--- src/rtl/avalon_stream_pkg.sv ---
// rtl/avalon_stream_pkg.sv - shared Avalon-ST constants and pointer helper
package avalon_stream_pkg;

   localparam int AVALON_ST_READY_LATENCY = 0;

   // Widest pointer any buffer instance may use (LOG_DEPTH up to 10).
   localparam int PTR_MAX_W = 10;

   function automatic logic [PTR_MAX_W-1:0] ptr_inc(
      input logic [PTR_MAX_W-1:0] ptr,
      input int unsigned          log_depth
   );
      logic [PTR_MAX_W-1:0] mask;
      mask = PTR_MAX_W'((1 << log_depth) - 1);
      return (ptr + 1'b1) & mask;
   endfunction

endpackage

--- src/rtl/simple_dual_port_regfile.sv ---
// rtl/simple_dual_port_regfile.sv - storage with synchronous write and asynchronous read
module simple_dual_port_regfile #(
   parameter int DATA_WIDTH = 8,
   parameter int LOG_DEPTH  = 4
) (
   input  logic                  clk,
   input  logic                  wr_en,
   input  logic [LOG_DEPTH-1:0]  wr_addr,
   input  logic [DATA_WIDTH-1:0] wr_data,
   input  logic [LOG_DEPTH-1:0]  rd_addr,
   output logic [DATA_WIDTH-1:0] rd_data
);

   logic [DATA_WIDTH-1:0] mem [0:(1<<LOG_DEPTH)-1];

   always_ff @(posedge clk) begin
      if (wr_en) begin
         mem[wr_addr] <= wr_data;
      end
   end

   assign rd_data = mem[rd_addr];

endmodule

--- src/rtl/avalon_stream_buffer.sv ---
// rtl/avalon_stream_buffer.sv - single-clock Avalon-ST FIFO with registered ready/valid on both sides
import avalon_stream_pkg::*;

module avalon_stream_buffer #(
   parameter int DATA_WIDTH = 8,
   parameter int LOG_DEPTH  = 4
) (
   input  logic                  clk,
   input  logic                  reset_n,
   output logic                  in_ready,
   input  logic                  in_valid,
   input  logic [DATA_WIDTH-1:0] in_data,
   input  logic                  out_ready,
   output logic                  out_valid,
   output logic [DATA_WIDTH-1:0] out_data,
   output logic [LOG_DEPTH:0]    fill_level
);

   localparam int DEPTH = 1 << LOG_DEPTH;
   localparam logic [LOG_DEPTH:0] DEPTH_CNT = (LOG_DEPTH+1)'(DEPTH);

   logic [LOG_DEPTH-1:0] wr_ptr;
   logic [LOG_DEPTH-1:0] rd_ptr;
   logic [LOG_DEPTH:0]   count;
   logic                 alive;
   logic                 push;
   logic                 pop;

   // Both handshakes come from registered state only, so neither side sees the other combinationally.
   assign in_ready   = alive && (count != DEPTH_CNT);
   assign out_valid  = (count != '0);
   assign fill_level = count;

   assign push = in_valid && in_ready;
   assign pop  = out_valid && out_ready;

   always_ff @(posedge clk or negedge reset_n) begin
      if (!reset_n) begin
         wr_ptr <= '0;
         rd_ptr <= '0;
         count  <= '0;
         alive  <= 1'b0;
      end else begin
         alive <= 1'b1;
         if (push) begin
            wr_ptr <= LOG_DEPTH'(ptr_inc(PTR_MAX_W'(wr_ptr), LOG_DEPTH));
         end
         if (pop) begin
            rd_ptr <= LOG_DEPTH'(ptr_inc(PTR_MAX_W'(rd_ptr), LOG_DEPTH));
         end
         case ({push, pop})
            2'b10:   count <= count + 1'b1;
            2'b01:   count <= count - 1'b1;
            default: count <= count;
         endcase
      end
   end

   simple_dual_port_regfile #(
      .DATA_WIDTH (DATA_WIDTH),
      .LOG_DEPTH  (LOG_DEPTH)
   ) u_storage (
      .clk     (clk),
      .wr_en   (push),
      .wr_addr (wr_ptr),
      .wr_data (in_data),
      .rd_addr (rd_ptr),
      .rd_data (out_data)
   );

endmodule

--- config.mk ---
export PLATFORM = sky130hd
export DESIGN_NAME = avalon_stream_buffer
export DESIGN_NICKNAME = d
export VERILOG_FILES = /design/src/rtl/avalon_stream_pkg.sv /design/src/rtl/simple_dual_port_regfile.sv /design/src/rtl/avalon_stream_buffer.sv
export SDC_FILE = /design/constraint.sdc
export NUM_CORES = 1
export LEC_CHECK = 0
export CORE_UTILIZATION = 35
export DETAILED_ROUTE_END_ITERATION = 7
export HOLD_SLACK_MARGIN = 0.05
export PLACE_DENSITY = 0.5
export SYNTH_ARGS = -nofsm -noshare
export SYNTH_HDL_FRONTEND = slang
export SYNTH_SLANG_ARGS = --single-unit
--- constraint.sdc ---
create_clock -name clk -period 2.7 [get_ports clk]
set_clock_uncertainty 0.1 [all_clocks]
set_input_delay 0.81 -clock clk [delete_from_list [all_inputs] [get_ports clk]]
set_output_delay 0.81 -clock clk [all_outputs]
set_load 0.02 [all_outputs]
Word level (Yosys, flattened, before mapping)

Memory sizes are Yosys's and may differ from the RTL's.
Index checks and enable logic that the tools add are counted.

Register bits: 14
Bits in writable memories: 128
Input port bits: 12
Output and inout port bits: 15
Word-level logic and storage cells: 20
Memories: 1

Add/subtract/negate cells: 4
Eq/ne operators: 3
Muxes and demuxes: 3
Reduce and logical (&&, ||, !) cells: 5

Memories:

| memory        | depth | bits a word | read ports | clocked after Yosys merged registers in | write ports | RTL line                       | text |
|---|---|---|---|---|---|---|---|
| u_storage.mem | 16    | 8           | 1          | 0                                       | 1           | simple_dual_port_regfile.sv:14 | `logic [DATA_WIDTH-1:0] mem [0:(1<<LOG_DEPTH)-1];` |

Operator list:

| operator                                            | count |
|---|---|
| case mux 5 bit (2 select lines)                     | 1 |
| adder 4 x 1 -> 4 bit, second input constant         | 2 |
| adder 5 x 1 -> 5 bit, second input constant         | 1 |
| != test 5 bit, second input constant                | 1 |
| nonzero test 5 bit                                  | 1 |
| subtractor 5 x 1 -> 5 bit, second input constant    | 1 |
| logical AND 1 bit                                   | 3 |
| equality test 2 x 1 -> 1 bit, second input constant | 1 |
| equality test 2 bit, second input constant          | 1 |
| two-way mux 1 bit                                   | 2 |
| nonzero test 2 bit                                  | 1 |

Depth between registers and ports, before layout

Depth in word-level cells: 5
Mapped depth: 13
Gate-level depth less buffers: 12

Cells and area by module

A second synthesis with hierarchy kept.

Cells, all modules: 290
Area total of the unflattened synthesis: 5,780.5 sq um

Modules (own cells, without submodules):

| module                   | instances | cells an instance | area each (sq um) | sequential area each (sq um) |
|---|---|---|---|---|
| simple_dual_port_regfile | 1         | 221               | 4,987.3           | 3,843.7 |
| avalon_stream_buffer     | 1         | 69                | 793.3             | 350.3 |

Least setup slack after synthesis

OpenSTA, ideal clock, no wires.

Kind: register to register
From: reg count[1] (netlist: fill_level[1])
To: reg count[4] (netlist: fill_level[4])
Library setup time: 0.130 ns
Arrival: 2.770 ns
Required time: 2.470 ns
Slack: -0.300 ns
Cell stages (with the launch flop): 14
Buffers on the path: 1
Clock period less this slack: 3.000 ns
Cells stage by stage: dfrtp_1 > nor4_2 > a21boi_1 > and2_1 > buf_6 > inv_2 > ha_1 > inv_1 > fa_1 > nor2b_1 > o21ai_1 > nand3_1 > or3b_1 > xnor2_1

Word-level cells in the longest chain between the ends: 5
Elaborated cells between the ends (all ways): 11
Classes of those cells: add/sub (2); eq/ne (3); mux (1); reduce/logical (5)

Ends and longest elaborated chain:

| item                                                                         | RTL line                   | text |
|---|---|---|
| start, declared                                                              | avalon_stream_buffer.sv:24 | `logic [LOG_DEPTH:0] count;` |
| start signal, assigned                                                       | avalon_stream_buffer.sv:52 | `2'b10: count <= count + 1'b1;` |
| start signal, assigned                                                       | avalon_stream_buffer.sv:53 | `2'b01: count <= count - 1'b1;` |
| start signal, assigned                                                       | avalon_stream_buffer.sv:54 | `default: count <= count;` |
| != test 5 bit *                                                              | avalon_stream_buffer.sv:30 | `assign in_ready = alive && (count != DEPTH_CNT);` |
| logical AND 1 bit *                                                          | avalon_stream_buffer.sv:30 |  |
| net in_ready                                                                 | avalon_stream_buffer.sv:10 | `output logic in_ready,` |
| logical AND 1 bit *                                                          | avalon_stream_buffer.sv:34 | `assign push = in_valid && in_ready;` |
| equality test 2 x 1 -> 1 bit / equality test 2 bit (equally long branches)   | avalon_stream_buffer.sv:51 | `case ({push, pop})` |
| case mux 5 bit (2 select lines) / nonzero test 2 bit (equally long branches) | --                         |  |

The timed path passes the listed nets; every way through them passes the cells marked *.
A chain may end at the register's enable or synchronous reset.

Worst setup path after layout

From: reg rd_ptr[0]
To: out out_data[1]

Word-level cells in the longest chain between the ends: 1

Ends and longest elaborated chain:

| item                     | RTL line                   | text |
|---|---|---|
| start, declared          | avalon_stream_buffer.sv:23 | `logic [LOG_DEPTH-1:0] rd_ptr;` |
| start signal, assigned   | avalon_stream_buffer.sv:49 | `rd_ptr <= LOG_DEPTH'(ptr_inc(PTR_MAX_W'(rd_ptr), LOG_DEPTH));` |
| memory read (16 x 8 bit) | --                         |  |
| end, declared            | avalon_stream_buffer.sv:15 | `output logic [DATA_WIDTH-1:0] out_data,` |

Every way passes these cells.

==> summary.txt <==
Route
  – Vias: 3233
  – Antenna viol nets, final: 0
  – Initial DRT Pass Iterations: 4
  – DRT iter0 DRCs: 177
  – Routed WL: 13200 um
  – DRC Markers: 0
  – Wire per inst: 20.3 um
  – Vias/cell: 4.99

Finish
  – Layout fillers: 1376
  – Most frequent cells in the layout: edfxtp_1 (128), buf_4 (44), mux2i_1 (19), clkbuf_16 (17)
  – Share of post-route cells with drive strength above 1: 38.4%
  – Leading cell type in the layout, fill and taps excluded: edfxtp_1
  – Design Area, Final: 0.00773 mm^2
  – Area Overhead vs Synth: 32.1%
  – Ant diodes: 0
  – Nets: 441
  – Post-Layout Cell Count: 648

Critical path
  – Setup crit end kind: output pin
  – Setup CP Type: flop to output pin
  – Most frequent CP cell: buf_6
  – Worst path max stage delay: slightly below 0.5 ns
  – Worst path arrival time: 2.16 ns
  – Worst EP required: 1.79 ns
  – Largest fanout on the critical path: 7
  – Crit-path slowest cell: dfrtp_2
  – Crit-path cells: buf_12 > buf_8 > buf_6 > mux2i_4 > a21oi_2 > buf_4 > a22oi_1 > nand2_1 > buf_6
  – Startpoint types: flop

Global route
  – GRT Overall Usage: 16.6%
  – Most Crowded Layer GR: met2
  – Met2 usage: 25.2%
  – Largest net degree at the start of global routing: 17
  – Global-route wire length before repair: approximately 21000 um
  – GR Util met3: 4.55%
  – Antenna violations before repair: 0
  – Number of global-route vias before repair: 3326
  – Grt total ovfl: 0
  – GR Layer Usage met1: between 20% and 30%

Yosys
  – EDFF count, synth: roughly 130
  – Async set-reset flop share out of synthesis: 9.86%
  – Mapped Avg Cell Area: 17.6 um^2
  – Synth top area cells: edfxtp_1 (66%), mux4_2 (6.2%), dfrtp_1 (6.0%), mux2i_1 (4.3%), ha_1 (1.9%)
  – Synth Area in Compound Gates: 5.79%
  – Xor/xnor cell area share of the yosys netlist: 1.50%
  – Yosys warns: 0
  – Synth Instances: 333
  – Distinct cells, synth: 38
  – Simple-gate share of the synthesized area: 3.89%
  – Post-synth top area cell: edfxtp_1
  – Adder-Cell Fraction of Synth Area: 2.27%
  – Post-synthesis sequential area ratio: 71.7%
  – Register bit total from synthesis: 142
  – Synth Flop Type: edfxtp_1
  – Syn nets: roughly 360
  – Main combinational cell family by area after synthesis: multiplexers
  – Multiplexer share of the synthesized area: 12.2%
  – Post-synth top area share: 65.7%
  – Mapped Area: 0.00585 mm^2

Clocking
  – Clock tree root driver cell: clkbuf_16
  – Clock transition at path regs: 0.06 ns
  – CTS Buffer Depth: 2
  – Clk_lat worst skew: 0.42 ns
  – CTS buffer count: 17
  – Hold_buf cts: 0
  – CTS tree: done
  – Clk sinks: 142
  – CTS H-tree depth: 4

STA
  – Tightest Pin Transition: slightly below 0.7 ns
  – Final Critical Period: 3.07 ns
  – Endpoints failing setup: 8
  – Setup TNS: -2.72 ns
  – FMAX: 325 MHz
  – Hold_ws: 0.440 ns
  – Final setup margin: -0.374 ns
  – Max Transition Viols Final: 0
  – RSZ-0062 raised after global routing: yes
  – Final Cycle Share: 114%
  – Fin. Hold Viols: 0
  – Slew HR: approximately 54%

Worst hold path
  – Min-delay worst type: flop to flop

Power
  – Int Power: 6.15 mW
  – Psw: 2.88 mW
  – Lkg Pwr: 2.74 nW
  – Sw frac: 31.9%
  – Sequential Power Share: 31.1%
  – Worst VDD drop: 0.576 mV
  – Combinational Power Share: 40.8%
  – PD cells: approximately 1200 mW/mm^2
  – Clock network fraction of total power: around 28%

Floorplanning
  – Num ports: 27
  – Cell Rows: 46
  – Die area: roughly 0.017 mm^2
  – Core area: 0.0161 mm^2
  – Die H: between 100 and 150 um
  – Starting density of the core: 36.3%
  – Die span in x: 131 um

Status
  – Status: complete, but fails checks
  – Violated checks: negative setup slack

Placed design
  – Placer congestion estimate: 0.739
  – Dpl hpwl: 8280 um
  – Placed cell count: 601
  – Input/output buffers: 26
  – Cell area after placement: 0.00669 mm^2

Flow run
  – Max Cap Viol: 0
## critical path, delay by kind of cell, from the launching register on
family	cells	cell delay (ns)
AO/OA/AOI/OAI	2	0.21
flip-flops	1	0.49
multiplexers	1	0.23
buffers and inverters	5	0.70
AND/OR/NAND/NOR	1	0.11
## logic make-up (layout without fill, tap and decap cells)
| logic type | count (synthesis) | in the layout |
|---|---|---|
| buffers and inverters | 25 | 124 |
| other | 1 | 1 |
| AND/OR/NAND/NOR | 47 | 47 |
| adder cells (fa/ha/maj) | 10 | 10 |
| flip-flops | 142 | 142 |
| XOR/XNOR | 10 | 10 |
| multiplexers | 50 | 50 |
| AO/OA/AOI/OAI | 48 | 48 |
## through the flow
stage | setup WS [ns] | total power, mW | utilization (%)
global placement | -0.379 | 5.79 | 41.5
CTS | -0.411 | 8.87 | 47.3
global route | -0.491 | 9.45 | 48.0
finish | -0.374 | 9.03 | 48.0
floorplan | -0.0940 | 4.58 | -
detailed placement | -0.372 | 5.81 | 41.5
## layer usage
layer | vias to the layer above | routed length, um
li1 | 1480 | -
met1 | 1669 | 5970
met2 | 69 | 6380
met3 | 15 | 645
met4 | 0 | 155
met5 | - | 0
## state kept, by name, summed over array words and instances (netlist names)
| register | cells |
|---|---|
| wr_ptr | 4 |
| alive | 1 |
| u_storage.mem | 128 |
| fill_level | 5 |
| rd_ptr | 4 |
## power by group through the flow
stage               Sequential (mW)  Combinational, mW  Clock [mW]
global route                   2.84               3.94        2.67
global placement               2.83               2.96           0
floorplan                      2.80               1.78           0
detailed placement             2.84               2.97           0
CTS                            2.81               3.49        2.57
finish                         2.81               3.69        2.53
## layout make-up
type	count	area (um^2)	share of cell area [%]
multi-input cells	166	1710	22.1
well taps	216	270	3.49
inverters	7	26.3	0.340
repair buffers	85	890	11.5
clock buffers	17	425	5.50
flip-flops and latches	142	4200	54.3
clock inverters	15	219	2.83
## final timing paths
path	startpoint	end	slack, ns	depth (start not counted)
max in group asynchronous	reset_n	rd_ptr[0]	1.33	1
worst min-delay path	fill_level[4]	fill_level[4]	0.44	1
worst max register to register	fill_level[2]	fill_level[4]	0.07	12
worst min register to register	fill_level[4]	fill_level[4]	0.44	1
worst max-delay path	rd_ptr[0]	out_data[1]	-0.37	9
min in group asynchronous	reset_n	alive	0.70	1
## repair_timing
action                                  CTS  global route
cloned                                    3             0
resized for setup                        72            29
pin swaps                                18            13
setup buffers                            13             0
endpoints found under the setup margin   11             9
## cells in the mapped netlist (all sizes together) (4+ instances only)
master	n
mux2	9
a22oi	8
edfxtp	128
ha	9
nor3	4
nand2	18
xnor2	7
a21oi	10
o21ai	20
a221oi	8
nor2	12
inv	7
mux4	16
buf	15
mux2i	25
dfrtp	14
(Power assumes the default switching activity.)
==> edit 1, RTL diff (same settings) <==
`LOG_DEPTH` is set to 4 in 2 places; all go to 5.
--- a/src/rtl/simple_dual_port_regfile.sv
+++ b/src/rtl/simple_dual_port_regfile.sv
@@ -2,5 +2,5 @@
 module simple_dual_port_regfile #(
    parameter int DATA_WIDTH = 8,
-   parameter int LOG_DEPTH  = 4
+   parameter int LOG_DEPTH  = 5
 ) (
    input  logic                  clk,
--- a/src/rtl/avalon_stream_buffer.sv
+++ b/src/rtl/avalon_stream_buffer.sv
@@ -4,5 +4,5 @@
 module avalon_stream_buffer #(
    parameter int DATA_WIDTH = 8,
-   parameter int LOG_DEPTH  = 4
+   parameter int LOG_DEPTH  = 5
 ) (
    input  logic                  clk,
Interface: changed (resized fill_level); port bits go from 27 to 28. No check against the original RTL was run, so the function may have changed too.
==> edit 1 against the unedited design <==
The flow still finishes with violations (setup timing); routed wire length is 96% higher; worst setup slack worse by 0.52 ns; final area is 80% higher; area after synthesis is 87% higher; die area is 86% higher; total power is 67% higher; global-route usage is 0.18 points higher; sequential cell count is 131 higher.
==> edit 1: results (changes against the unedited design) <==
[critical_path]
worst-r2r-setup-slack_ns=-0.25  ; -0.32 ns
r2r_start=fill_level[0]
slowest_stage=mux4_2
path_max_fanout=6  ; -1
timing.rr.end=fill_level[5]
reg2regPathDepth=9  ; -3
worstPathArrival_ns=2.69  ; +0.53 ns
max_stage_delay_ns=0.52  ; +0.03 ns

[clock_network]
cts_buffers=29  ; +12
htreeDepth=1  ; -3
clk_latency_ns=0.54  ; +0.12 ns
cts_buffer_depth=3  ; +1

[synthesis]
synth-async-reset-ratio=0.06227  ; -0.03632
yosysSeqAreaShare=0.7398  ; +0.02330
synthesis.nets=585  ; +65%
yosysUniqueCellTypes=52  ; +37%
synth_edf_count=256  ; +100%
yosys-top-cells-area=edfxtp_1 (70%), mux4_2 (8.2%), dfrtp_1 (3.9%), mux2i_1 (3.0%), mux4_1 (1.9%)
synth_warnings=0  ; unchanged
synthTopCellsByCount=edfxtp_1 (256), mux4_2 (40), nor2_1 (35)

[min_path]
whs_endpoint=fill_level[3]
worstHoldStart=fill_level[3]
worstHoldPathCells=3  ; +2

[route]
wl_per_cell_um=23.02  ; +13%
initialDrtViolationCount=358  ; +100%
drtPass1Iterations=5  ; +1
via_per_inst=5.099  ; +2.2%

[placement]
placed_area_um2=12410  ; +85%
port-buffer-count=27  ; +3.8%
dp_hpwl_um=15940  ; +93%
gp_congestion=0.7664  ; +3.7%

[grt]
grtUsageMet1=0.2209  ; -0.006688
grt_max_degree=33  ; +16
met3_usage=0.02375  ; -0.02178
antenna_found_initial=0  ; unchanged
grt_pass1_wl_um=38750  ; +88%
grt_usage=0.1681  ; +0.001844
grt_pass1_vias=6058  ; +82%
grt_use_met2=0.2878  ; +0.03603

[final_layout]
drive_above_1_share=0.3759  ; -0.008392
largest_reg_flops=256  ; +100%
nFillCells=2636  ; +92%
top_register=u_storage.mem
final_nets=723  ; +64%

[timing]
report.final.setup_viol=12  ; +4
whs_ns=0.4994  ; +0.05908 ns
hold_viol_final=0  ; unchanged
setup_tns_ns=-7.261  ; -4.543 ns
relSlewSlack=0.4772  ; -0.06637
layout_setup_ws_ns=-0.8959  ; -0.5215 ns

[pwr]
max-vdd-ir-drop_v=0.0004944  ; -14%
p_leak_nw=4.709  ; +72%

[status]
violations=setup timing
status=finished, violations left

[edit 1: cell types whose count changed after synthesis, moves of 8 or more]
cell / delta
mux2i_1: +8
o21ai_1: -10
edfxtp_1: +128
nand2_1: -9
o221ai_1: +8
nor2_1: +23
a22o_1: +8
mux4_1: +8
mux4_2: +24
[edit 1: final cells by class]
type / count / area (um^2) / area share
multi-input combinational: 249 / 2914 / 0.2094
antenna: 1 / 2.502 / 0.0001798
clock buffer: 32 / 737.0 / 0.05295
timing repair buffer: 137 / 1321 / 0.09494
sequential: 273 / 8119 / 0.5834
tap: 396 / 495.5 / 0.03560
clock inverter: 20 / 285.3 / 0.02050
inverter: 10 / 42.54 / 0.003057
[edit 1: critical path, delay by kind of cell, from the launching register on]
family	cells	cell delay (ns)
flops	1	0.48
compound gates	2	0.50
buf+inv	4	0.64
mux	1	0.52
[edit 1: worst max path at each step]
| stage | endpoint | cells past startpoint | start |
|---|---|---|---|
| global route | out_data[1] | 7 | rd_ptr[0] |
| CTS | out_data[1] | 7 | rd_ptr[0] |
| detailed placement | out_data[1] | 8 | rd_ptr[0] |
| global placement | out_data[1] | 8 | rd_ptr[0] |
| floorplan | fill_level[5] | 10 | fill_level[1] |
| finish | out_data[1] | 7 | rd_ptr[0] |
[edit 1: power breakdown]
part	internal, W	total [W]	switching (W)
clock network	0.00263	0.00425	0.00161
logic	0.00294	0.00573	0.00279
registers	0.00487	0.00509	0.000216
total	0.0104	0.0151	0.00462
[edit 1: metal layers]
metal  routed length [um]  vias to the layer above  share of wire
met5                    0                        -              0
li1                     -                     2581              -
met3                  960                       40          0.037
met1                11150                     2982           0.43
met4                  554                        0          0.022
met2                13080                       98           0.51
[edit 1: timing repair]
| action | in CTS | in global routing |
|---|---|---|
| buffers inserted | 6 | 5 |
| pin swaps | 17 | 19 |
| resized for setup | 107 | 19 |
| cloned | 4 | 0 |
| setup endpoints to repair | 13 | 13 |
[edit 1: logic make-up after synthesis]
| logic type | synth area share |
|---|---|
| compound gates | 0.04907 |
| xor+xnor | 0.008787 |
| fa+ha+maj | 0.01324 |
| buf+inv | 0.02248 |
| flops | 0.7398 |
| mux | 0.1325 |
| other cells | 0.0003420 |
| simple gates | 0.03378 |
[edit 1: stage by stage]
stage	instances	power, W	setup slack, ns	util
CTS	1113	0.01502	-0.9624	0.4498
global route	1117	0.01573	-0.9327	0.4537
detailed placement	1053	0.01002	-1.086	0.4046
global placement	1053	0.009933	-1.089	0.4046
finish	1118	0.01507	-0.8959	0.4538
floorplan	562	0.007987	-0.3086	-
==> edit 2, RTL diff (same settings) <==
Without the edit above. Make the reset (`reset_n`) synchronous in one clocked block. Comments in the files are not updated.
--- a/src/rtl/avalon_stream_buffer.sv
+++ b/src/rtl/avalon_stream_buffer.sv
@@ -35,5 +35,5 @@
    assign pop  = out_valid && out_ready;
 
-   always_ff @(posedge clk or negedge reset_n) begin
+   always_ff @(posedge clk) begin
       if (!reset_n) begin
          wr_ptr <= '0;
Formal check against the unedited RTL: differs if reset_n is asserted again (counterexample within 4 cycles, from zero or initial values and one cycle with reset_n low); with reset_n held inactive, the same outputs for 10 cycles.
==> edit 2 against the unedited design <==
The run still ends with setup timing left; hold slack improved by 0.00087 ns; first-iteration DRC count increased by 42%; sequential cell count increased by 4; sequential power decreased by 7.1%; routed wire length decreased by 0.23%; via count increased by 1.1%; total power decreased by 22%; final area increased by 1.0%; synthesized cell count decreased by 3.0%; area after synthesis about the same; worst setup slack improved by 0.15 ns; cell count unchanged; critical path type unchanged.
==> edit 2: results (changes against the unedited design) <==
[status]
status=finished, violations left
violations=setup timing

[placement]
placed_area_um2=6923  ; +3.4%
dp_slack_ns=-0.2716  ; +0.1004 ns
port-buffer-count=26  ; unchanged
dp_hpwl_um=8495  ; +2.6%
gp_congestion=0.7307  ; -1.1%
placed_cells=603  ; +0.33%

[synthesis]
synth-async-reset-ratio=0  ; -0.09859
avgSynthCellArea_um2=18.13  ; +3.2%
yosys-top-cells-area=edfxtp_1 (66%), mux4_2 (12%), dfxtp_1 (6.2%), a22oi_1 (2.1%), ha_1 (1.9%)
yosysUniqueCellTypes=39  ; +2.6%
synthesis.nets=344  ; -3.1%
yosysSeqAreaShare=0.7178  ; +0.001250
synthTopCellsByCount=edfxtp_1 (128), mux4_2 (32), dfxtp_1 (18)

[critical_path]
worstPathArrival_ns=2.02  ; -0.14 ns
reg2regPathDepth=11  ; -1
timing.rr.end=fill_level[4]
worst-r2r-setup-slack_ns=-0.02  ; -0.09 ns
path_max_fanout=6  ; -1

[grt]
grt_pass1_wl_um=20320  ; -1.2%
met3_usage=0.03819  ; -0.007330
grt_usage=0.1619  ; -0.004437
grt_use_met2=0.2627  ; +0.01093
antenna_found_initial=0  ; unchanged
grt_max_degree=30  ; +13

[route]
via_per_inst=5.043  ; +1.1%
routed_wl_um=13120  ; -0.23%
vias=3268  ; +1.1%
initialDrtViolationCount=251  ; +42%

[pwr]
p_leak_nw=2.659  ; -3.1%
max-vdd-ir-drop_v=0.0005331  ; -7.5%

[final_layout]
nFillCells=1388  ; +0.87%
drive_above_1_share=0.4051  ; +0.02083
final_nets=440  ; -0.23%

[timing]
layout_setup_ws_ns=-0.2288  ; +0.1456 ns
setup_tns_ns=-1.524  ; +1.195 ns
relSlewSlack=0.6042  ; +0.06059
report.final.setup_viol=10  ; +2

edit 2: cell count changes after synthesis, moves of 8 or more:
| cell | unedited run | this run |
|---|---|---|
| mux4_2 | 16 | 32 |
| a22oi_1 | 8 | 16 |
| mux2i_1 | 25 | 2 |
| o21ai_1 | 11 | 0 |
| dfxtp_1 | 0 | 18 |
| dfrtp_1 | 14 | 0 |
edit 2: through the flow:
| step | utilization | hold WS [ns] |
|---|---|---|
| after floorplan | - | 0.3947 |
| after global placement | 0.4296 | 0.4181 |
| after detailed placement | 0.4296 | 0.4228 |
| after CTS | 0.4757 | 0.4305 |
| after global routing | 0.4848 | 0.4799 |
| final | 0.4848 | 0.4412 |
edit 2: kinds of logic after synthesis:
logic type,share of synthesized area
AOI/OAI and AO/OA,0.04657
xor gates and xnor gates,0.008972
adders and majority gates,0.01923
buffers and inverters,0.01816
DFF,0.7178
muxes,0.1265
and+or+nand+nor,0.06280
edit 2: timing repair:
item,4_1_cts,5_1_grt
resized for setup,57,23
pin swaps,2,15
endpoints found under the hold margin,0,0
gates cloned,1,1
setup endpoints to repair,10,11
setup buffers,5,7
edit 2: worst min-delay path by stage:
| stage | startpoint | to | cells after the start |
|---|---|---|---|
| after CTS | wr_ptr[1] | wr_ptr[1] | 2 |
| after global placement | wr_ptr[1] | wr_ptr[1] | 2 |
| after global routing | fill_level[3] | fill_level[3] | 2 |
| after floorplan | wr_ptr[1] | wr_ptr[1] | 2 |
| after detailed placement | wr_ptr[1] | wr_ptr[1] | 2 |
| final | wr_ptr[1] | wr_ptr[1] | 2 |
edit 2: critical path, cell delays in order (launching register included):
cell and delay [ns]:
dfxtp_4 0.41, buf_12 0.13, buf_4 0.10, mux4_2 0.49, a22oi_2 0.23, nand2_1 0.11
buf_6 0.14
edit 2: metal layers:
metal / wire (um) / part of all wire / vias up
met5: 0 / 0 / -
met4: 152 / 0.012 / 0
met3: 482 / 0.037 / 13
met2: 6482 / 0.49 / 56
met1: 6003 / 0.46 / 1697
li1: - / - / 1502
edit 2: cell type report:
| class | instances | share of cell area |
|---|---|---|
| sequential | 146 | 0.5397 |
| multi-input combinational | 152 | 0.2217 |
| clock buffer | 18 | 0.05493 |
| timing repair buffer | 93 | 0.1180 |
| inverter | 9 | 0.004324 |
| clock inverter | 14 | 0.02675 |
| tap | 216 | 0.03459 |
edit 2: report_power, final:
group	internal [W]	switching [W]
clock network	0.00164	0.000897
logic	0.00101	0.000919
registers	0.00254	0.0000633
total	0.00519	0.00188
